<file path="config.mk">
export PLATFORM = sky130hd
export DESIGN_NAME = uart_rx_deser
export DESIGN_NICKNAME = d
export VERILOG_FILES = /design/src/rtl/uart_rx_deser.sv
export SDC_FILE = /design/constraint.sdc
export NUM_CORES = 1
export LEC_CHECK = 0
export BUFFER_PORTS_ARGS = -buffer_cell sky130_fd_sc_hd__buf_2
export CELL_PAD_IN_SITES_DETAIL_PLACEMENT = 2
export CELL_PAD_IN_SITES_GLOBAL_PLACEMENT = 2
export CORE_ASPECT_RATIO = 1.4
export CORE_UTILIZATION = 35
export CTS_CLUSTER_DIAMETER = 40
export DETAILED_ROUTE_END_ITERATION = 7
export GPL_ROUTABILITY_DRIVEN = 0
export GPL_TIMING_DRIVEN = 0
export PLACE_DENSITY = 0.75
export SLEW_MARGIN = 20
export SYNTH_ARGS = -nofsm -noshare
export SYNTH_HDL_FRONTEND = slang
export SYNTH_SLANG_ARGS = --single-unit
</file>
<file path="constraint.sdc">
create_clock -name clk -period 3.2 [get_ports clk]
set_input_delay 0.64 -clock clk [delete_from_list [all_inputs] [get_ports clk]]
set_output_delay 0.64 -clock clk [all_outputs]
set_load 0.005 [all_outputs]
</file>
<file path="src/rtl/uart_rx_deser.sv">
// rtl/uart_rx_deser.sv - UART 8N1 receive deserializer, 4x oversampled; UART_RX_PARITY_EN adds even parity
module uart_rx_deser #(
    parameter int unsigned CLK_DIV = 108
) (
    input  logic       clk,
    input  logic       rstn,
    input  logic       uart_rx,
    output logic       uart_rx_byte_en,
    output logic [7:0] uart_rx_byte,
    output logic       uart_rx_frame_err
);

    typedef enum logic [2:0] {
        ST_IDLE,
        ST_START,
        ST_DATA,
`ifdef UART_RX_PARITY_EN
        ST_PARITY,
`endif
        ST_STOP,
        ST_BRK
    } state_t;

    state_t      state, state_d;
    logic        rx_m, rx_s;
    logic [15:0] div_cnt;
    logic        tick;
    logic [1:0]  sub;
    logic        s1, s2;
    logic [2:0]  idx;
    logic [7:0]  shreg;
    logic        maj, bit_end;
    logic        bit_done, emit_byte, emit_err, enter_data;
`ifdef UART_RX_PARITY_EN
    logic        par_err;
    logic        par_check;
`endif

    always_ff @(posedge clk or negedge rstn) begin
        if (!rstn) begin
            rx_m <= 1'b1;
            rx_s <= 1'b1;
        end else begin
            rx_m <= uart_rx;
            rx_s <= rx_m;
        end
    end

    assign tick = (div_cnt == 16'(CLK_DIV - 1));

    always_ff @(posedge clk or negedge rstn) begin
        if (!rstn)     div_cnt <= '0;
        else if (tick) div_cnt <= '0;
        else           div_cnt <= div_cnt + 16'd1;
    end

    // s3 is the live rx_s on the fourth tick; s0 is never stored.
    assign maj     = (s1 & s2) | (s1 & rx_s) | (s2 & rx_s);
    assign bit_end = tick && (sub == 2'd3);

    always_ff @(posedge clk or negedge rstn) begin
        if (!rstn) state <= ST_IDLE;
        else       state <= state_d;
    end

    always_comb begin
        state_d    = state;
        bit_done   = 1'b0;
        emit_byte  = 1'b0;
        emit_err   = 1'b0;
        enter_data = 1'b0;
`ifdef UART_RX_PARITY_EN
        par_check  = 1'b0;
`endif
        case (state)
            ST_IDLE: if (tick && !rx_s) state_d = ST_START;
            ST_START: if (bit_end) begin
                if (maj) begin
                    state_d = ST_IDLE;
                end else begin
                    state_d    = ST_DATA;
                    enter_data = 1'b1;
                end
            end
            ST_DATA: if (bit_end) begin
                bit_done = 1'b1;
                if (idx == 3'd7) begin
`ifdef UART_RX_PARITY_EN
                    state_d = ST_PARITY;
`else
                    state_d = ST_STOP;
`endif
                end
            end
`ifdef UART_RX_PARITY_EN
            ST_PARITY: if (bit_end) begin
                par_check = 1'b1;
                state_d   = ST_STOP;
            end
`endif
            ST_STOP: if (bit_end) begin
                if (maj) begin
                    state_d = ST_IDLE;
`ifdef UART_RX_PARITY_EN
                    emit_byte = !par_err;
                    emit_err  = par_err;
`else
                    emit_byte = 1'b1;
`endif
                end else begin
                    state_d  = ST_BRK;
                    emit_err = 1'b1;
                end
            end
            ST_BRK: if (tick && rx_s) state_d = ST_IDLE;
            default: state_d = ST_IDLE;
        endcase
    end

    // The tick that detects the start edge is s0, so sub resumes at 1.
    always_ff @(posedge clk or negedge rstn) begin
        if (!rstn) begin
            sub <= 2'd0;
            s1  <= 1'b0;
            s2  <= 1'b0;
        end else if (tick) begin
            if (state == ST_IDLE || state == ST_BRK)
                sub <= (state == ST_IDLE && !rx_s) ? 2'd1 : 2'd0;
            else
                sub <= sub + 2'd1;
            if (sub == 2'd1) s1 <= rx_s;
            if (sub == 2'd2) s2 <= rx_s;
        end
    end

    always_ff @(posedge clk or negedge rstn) begin
        if (!rstn) begin
            idx   <= 3'd0;
            shreg <= 8'h00;
        end else if (enter_data) begin
            idx <= 3'd0;
        end else if (bit_done) begin
            shreg[idx] <= maj;
            idx        <= idx + 3'd1;
        end
    end

`ifdef UART_RX_PARITY_EN
    always_ff @(posedge clk or negedge rstn) begin
        if (!rstn)          par_err <= 1'b0;
        else if (enter_data) par_err <= 1'b0;
        else if (par_check)  par_err <= maj ^ (^shreg);
    end
`endif

    always_ff @(posedge clk or negedge rstn) begin
        if (!rstn) begin
            uart_rx_byte_en   <= 1'b0;
            uart_rx_byte      <= 8'h00;
            uart_rx_frame_err <= 1'b0;
        end else begin
            uart_rx_byte_en   <= emit_byte;
            uart_rx_frame_err <= emit_err;
            if (emit_byte) uart_rx_byte <= shreg;
        end
    end

endmodule

</file>
# Word level (Yosys, flattened, before mapping)
# Index checks and enable logic that the tools add are counted.
op_classes:
  addsub: 3
  magnitude_cmp: 2
  n_eq_ne: 15
  n_mux: 26
  bitwise: 6
  n_reduce_logical: 13
op_table:
  columns: ["op", "n"]
  rows:
  - ["3-bit two-way mux", 9]
  - ["16-bit by 1-bit adder with 16-bit output, second input constant", 1]
  - ["16-bit by 7-bit == test with 1-bit output, second input constant", 1]
  - ["16-bit two-way mux", 1]
  - ["3-bit case mux with 5 select lines", 1]
  - ["2-bit != test, second input constant", 6]
  - ["1-bit two-way mux", 11]
  - ["8-bit bitwise mux", 1]
  - ["3-bit by 2-bit == test with 1-bit output, second input constant", 2]
  - ["3-bit == test, second input constant", 2]
  - ["2-bit AND reduction", 3]
  - ["6-bit AND reduction", 1]
  - ["1-bit logical AND", 5]
  - ["2-bit == test, second input constant", 2]
  - ["3-bit by 4-bit < comparator with 1-bit output, second input constant", 1]
  - ["2-bit two-way mux", 2]
  - ["3-bit by 1-bit adder with 3-bit output, second input constant", 1]
  - ["1-bit AND", 3]
  - ["1-bit demux with 3-bit select", 1]
  - ["3-bit by 1-bit == test with 1-bit output, second input constant", 1]
  - ["3-bit by 1-bit >= comparator with 1-bit output, second input constant", 1]
  - ["3-bit zero test", 1]
  - ["2-bit by 1-bit adder with 2-bit output, second input constant", 1]
  - ["2-bit by 1-bit == test with 1-bit output, second input constant", 1]
  - ["5 further kinds", 6]
word_totals:
  register_bits: 46
  input_bits: 3
  out_inout_bits: 10
  elab_cells: 77

# Longest topological paths before layout
logic_depth:
  depth_word: 8
  depth_mapped: 6
  depth_no_buf: 6

# Worst setup path before layout
# OpenSTA, ideal clock, no wires.
synth_timing:
  path_type: "reg-to-reg"
  startpoint: "register div_cnt[7]"
  endpoint: "register shreg[4]"
  setup_time_ns: 0.125
  t_arrival_ns: 2.121
  t_required_ns: 3.075
  slack_ns: 0.954
  stages_incl_launch_ff: 6
  path_buffers: 1
  period_less_slack_ns: 2.246
  cell_sequence: "dfrtp_1 > or4_4 > or4_4 > buf_6 > nor3_1 > mux2_2"
synth_between:
  elab_chain_cells: 6
  elab_cells_between_ends: 8
  cone_classes: "eq/ne: 1; mux: 4; bitwise: 1; reduce/logical: 2"
synth_rtl:
  columns: ["item", "line_no", "rtl"]
  rows:
  - ["start, declared", "26", "logic [15:0] div_cnt;"]
  - ["start signal, assigned", "54", "else div_cnt <= div_cnt + 16'd1;"]
  - ["16-bit by 7-bit == test with 1-bit output (*)", "49", "assign tick = (div_cnt == 16'(CLK_DIV - 1));"]
  - ["1-bit logical AND (*)", "59", "assign bit_end = tick && (sub == 2'd3);"]
  - ["1-bit two-way mux", null, null]
  - ["1-bit two-way mux", "75", "case (state)"]
  - ["1-bit NOT (no line)", null, null]
  - ["2-bit AND reduction (no line) (*)", null, null]
  - ["end signal, assigned by index", "143", "shreg[idx] <= maj;"]
  - ["end, declared", "31", "logic [7:0] shreg;"]
# Mark *: on every way between the ends. The rest lies on a longest branch, timed or not.
# A chain may end at the register's enable or synchronous reset.

# Worst setup path after layout
layout_timing:
  startpoint: "register div_cnt[7]"
  endpoint: "register shreg[2]"
# Same word-level chain as after synthesis.

==> results.cfg <==
[outcome]
status = finished, final reports clean

[logic_synthesis]
synth_edf_count = 0
synth-async-reset-ratio_pct = 100
synth_warnings = 0
synth_top_flop_cell = dfrtp_1
syn_area_um2 = 2110
synth.avg_cell_area_um2 = 11.8
ys_types = 36
synth_common_cells = dfrtp_1 (44), mux2_2 (20), nand2_1 (14)
ys_seq_area_share_pct = 54.6
synth_seq_cells = 46
synthCells = 179
synth_area_leaders = dfrtp_1 (52%), mux2_2 (11%), ha_1 (3.6%)
yosys.cell_count.top_type = dfrtp_1
yosysTopAreaCellShare_pct = 52.1
synth_nets = 188
synth_largest_area_cell = dfrtp_1

[timing]
setup_viol = 0
final_max_slew_viol_count = 0
rsz0062_at_grt = false
fmax_mhz = 394
post-route-min-period_ns = 2.54
fin_crit_sh_pct = 79.4
relSlewSlack_pct = 43.6
skew_ns = 0.0113
tns_ns = 0
worst_pin_slew_ns = 0.838
finalHoldViolCount = 0

[layout]
diodes = 0
finalNetCount = 207
ff_latch_area_um2 = 1150
design_area_um2 = 2400
multi_input_area_um2 = 920
drive_above_1_share_pct = 26.1
utilization_pct = 41.2
syn_to_final_growth_pct = 13.6
fillers = 616

[global_routing]
grt_pass1_vias = 1666
grt_pass1_wl_mm = 7.98
grt_max_degree = 47
grt_usage_pct = 17.2
grt_overflow = 0
antenna_found_initial = 0

[clock_network]
worstSkewPairLatency_ns = 0.31
cts.reportedPaths.clkPinSlew_ns = 0.09
ctsHoldBuffers = 0
cts.sinks = 46
cts_resized = 0
numCtsBuffers = 5
cts-root-buf = clkbuf_8
cts_tree = yes
htree_levels = 2
post_cts.repair.setup_buffers = 0
ctsLongestPathBuffers = 2

[setup_path]
crit_slowest_cell = nor4_1
cp.depth = 4
critPathMaxStageDelay_ns = 0.75
cp_cell_sequence = or4_4, nor4_1, and4_1, mux2_2
rr_worst_depth = 4
crit_fanout = 6
crit_required_ns = 3.39
worst_setup_path_start_kind = register
crit_buf_inv = 0
cpLargestDelayFamily = simple AND/OR/NAND/NOR gates
path_class = reg2reg
worstPathArrival_ns = 2.73
critPathCaptureType = register

[power_and_ir_drop]
p_sw_w = 0.000220
p_seq_share_pct = 52.3
clockPowerShare_pct = 46.5
ir_drop_mv = 0.163
p_int_w = 0.000898
leakagePower_nw = 1.15
share_comb_of_total_power_pct = 1.2
p_per_area_nw_per_um2 = 466
switching_share_pct = 19.7

[placement]
place_area_um2 = 2260
dp_hpwl_mm = 3.41
portBuffers = 12

[die]
dieArea_um2 = 6350
floorplan.initialDensity_pct = 36.3
rows = 33
core-area_um2 = 5820
die_w_um = 67.7
dieHeight_um = 93.9
boundaryPins = 13

[detailed_routing]
drt-total-wl_mm = 4.89
drt_iter0_markers = 49
vias = 1432
antenna_left = 0
via_per_inst = 5.32
wl_per_cell_um = 18.2
drc = 0
firstDrtPassIters = 3

[min_path]
hold_path_class = in2async

[job]
max_cap_violations = 0
==> worst reg2reg max path: stages (launching register included) <==
cell and delay, ns:
dfrtp_1 0.46, or4_4 0.58, nor4_1 0.75, and4_1 0.31, mux2_2 0.33
==> per-layer routing <==
layer / GRT usage, % / vias to the layer above / share of wire (%)
met2: 33.3 / 16 / 59
met1: 17.3 / 739 / 38
li1: - / 670 / -
met4: 6.03 / 0 / 1.8
met5: 0 / - / 0
met3: 3.28 / 7 / 1.8
==> logic make-up after synthesis <==
| kind of cell | count (synthesis) | share of synthesized area [%] |
|---|---|---|
| DFF | 46 | 54.6 |
| adders and majority gates | 7 | 4.03 |
| buffers and inverters | 8 | 1.84 |
| muxes | 20 | 10.7 |
| xor gates and xnor gates | 14 | 5.81 |
| AOI/OAI and AO/OA | 9 | 2.67 |
| and+or+nand+nor | 75 | 20.4 |
==> worst paths after layout <==
| check | from | to | slack [ns] |
|---|---|---|---|
| min | rstn | shreg[1] | 0.34 |
| max | div_cnt[7] | shreg[2] | 0.66 |
| min reg2reg | rx_m | rx_s | 0.36 |
| min in group clk | rx_m | rx_s | 0.36 |
| max reg2reg | div_cnt[7] | shreg[2] | 0.66 |
| max in group asynchronous | rstn | idx[1] | 2.47 |
==> power by group through the flow <==
stage                     Clock, W  Combinational (W)  Sequential [W]
final                     0.000520          0.0000134        0.000584
after global routing      0.000561          0.0000155        0.000585
after CTS                 0.000537          0.0000141        0.000584
after detailed placement         0          0.0000139        0.000596
after global placement           0          0.0000129        0.000596
after floorplan                  0        0.000000738        0.000596
==> placed cells by master, fill, tap and decap left out, types with 2 or more instances in the layout <==
| cell | instances |
|---|---|
| a21oi_1 | 2 |
| a22o_1 | 2 |
| buf_2 | 12 |
| bufinv_16 | 2 |
| clkbuf_1 | 3 |
| clkbuf_8 | 5 |
| dfrtp_1 | 44 |
| dfstp_2 | 2 |
| ha_1 | 6 |
| inv_1 | 3 |
| mux2_2 | 20 |
| nand2_1 | 14 |
| nand3_1 | 7 |
| nand3b_1 | 2 |
| nand4_1 | 6 |
| nor2_1 | 13 |
| nor2b_1 | 2 |
| nor3_1 | 9 |
| nor4_1 | 5 |
| o21ai_0 | 4 |
| or3_1 | 2 |
| or3b_2 | 2 |
| or4_4 | 3 |
| xnor2_1 | 6 |
| xor2_1 | 8 |
==> area by class of cell <==
class / count / area share, %
timing repair buffer: 12 / 2.61
clock buffer: 5 / 2.87
clock inverter: 3 / 2.87
multi-input combinational: 125 / 38.3
inverter: 3 / 0.469
sequential: 46 / 48.1
tap: 70 / 3.65
buffer: 5 / 1.15
==> flip-flops by register name, summed over array words and instances, names as in the netlist, 2 cells and up <==
signal / flops
uart_rx_byte: 8
div_cnt: 16
sub: 2
state: 3
shreg: 8
idx: 3
==> through the flow <==
stage	power, W	cells	setup WS [ns]	hold slack (ns)
2_1_floorplan	0.000596	179	0.954	0.344
3_3_place_gp	0.000609	261	0.655	0.346
3_5_place_dp	0.000610	261	0.661	0.347
4_1_cts	0.00114	269	0.616	0.362
5_1_grt	0.00116	269	0.461	0.363
6_report	0.00112	269	0.660	0.337
No activity file was read; power rests on OpenSTA's default activity.
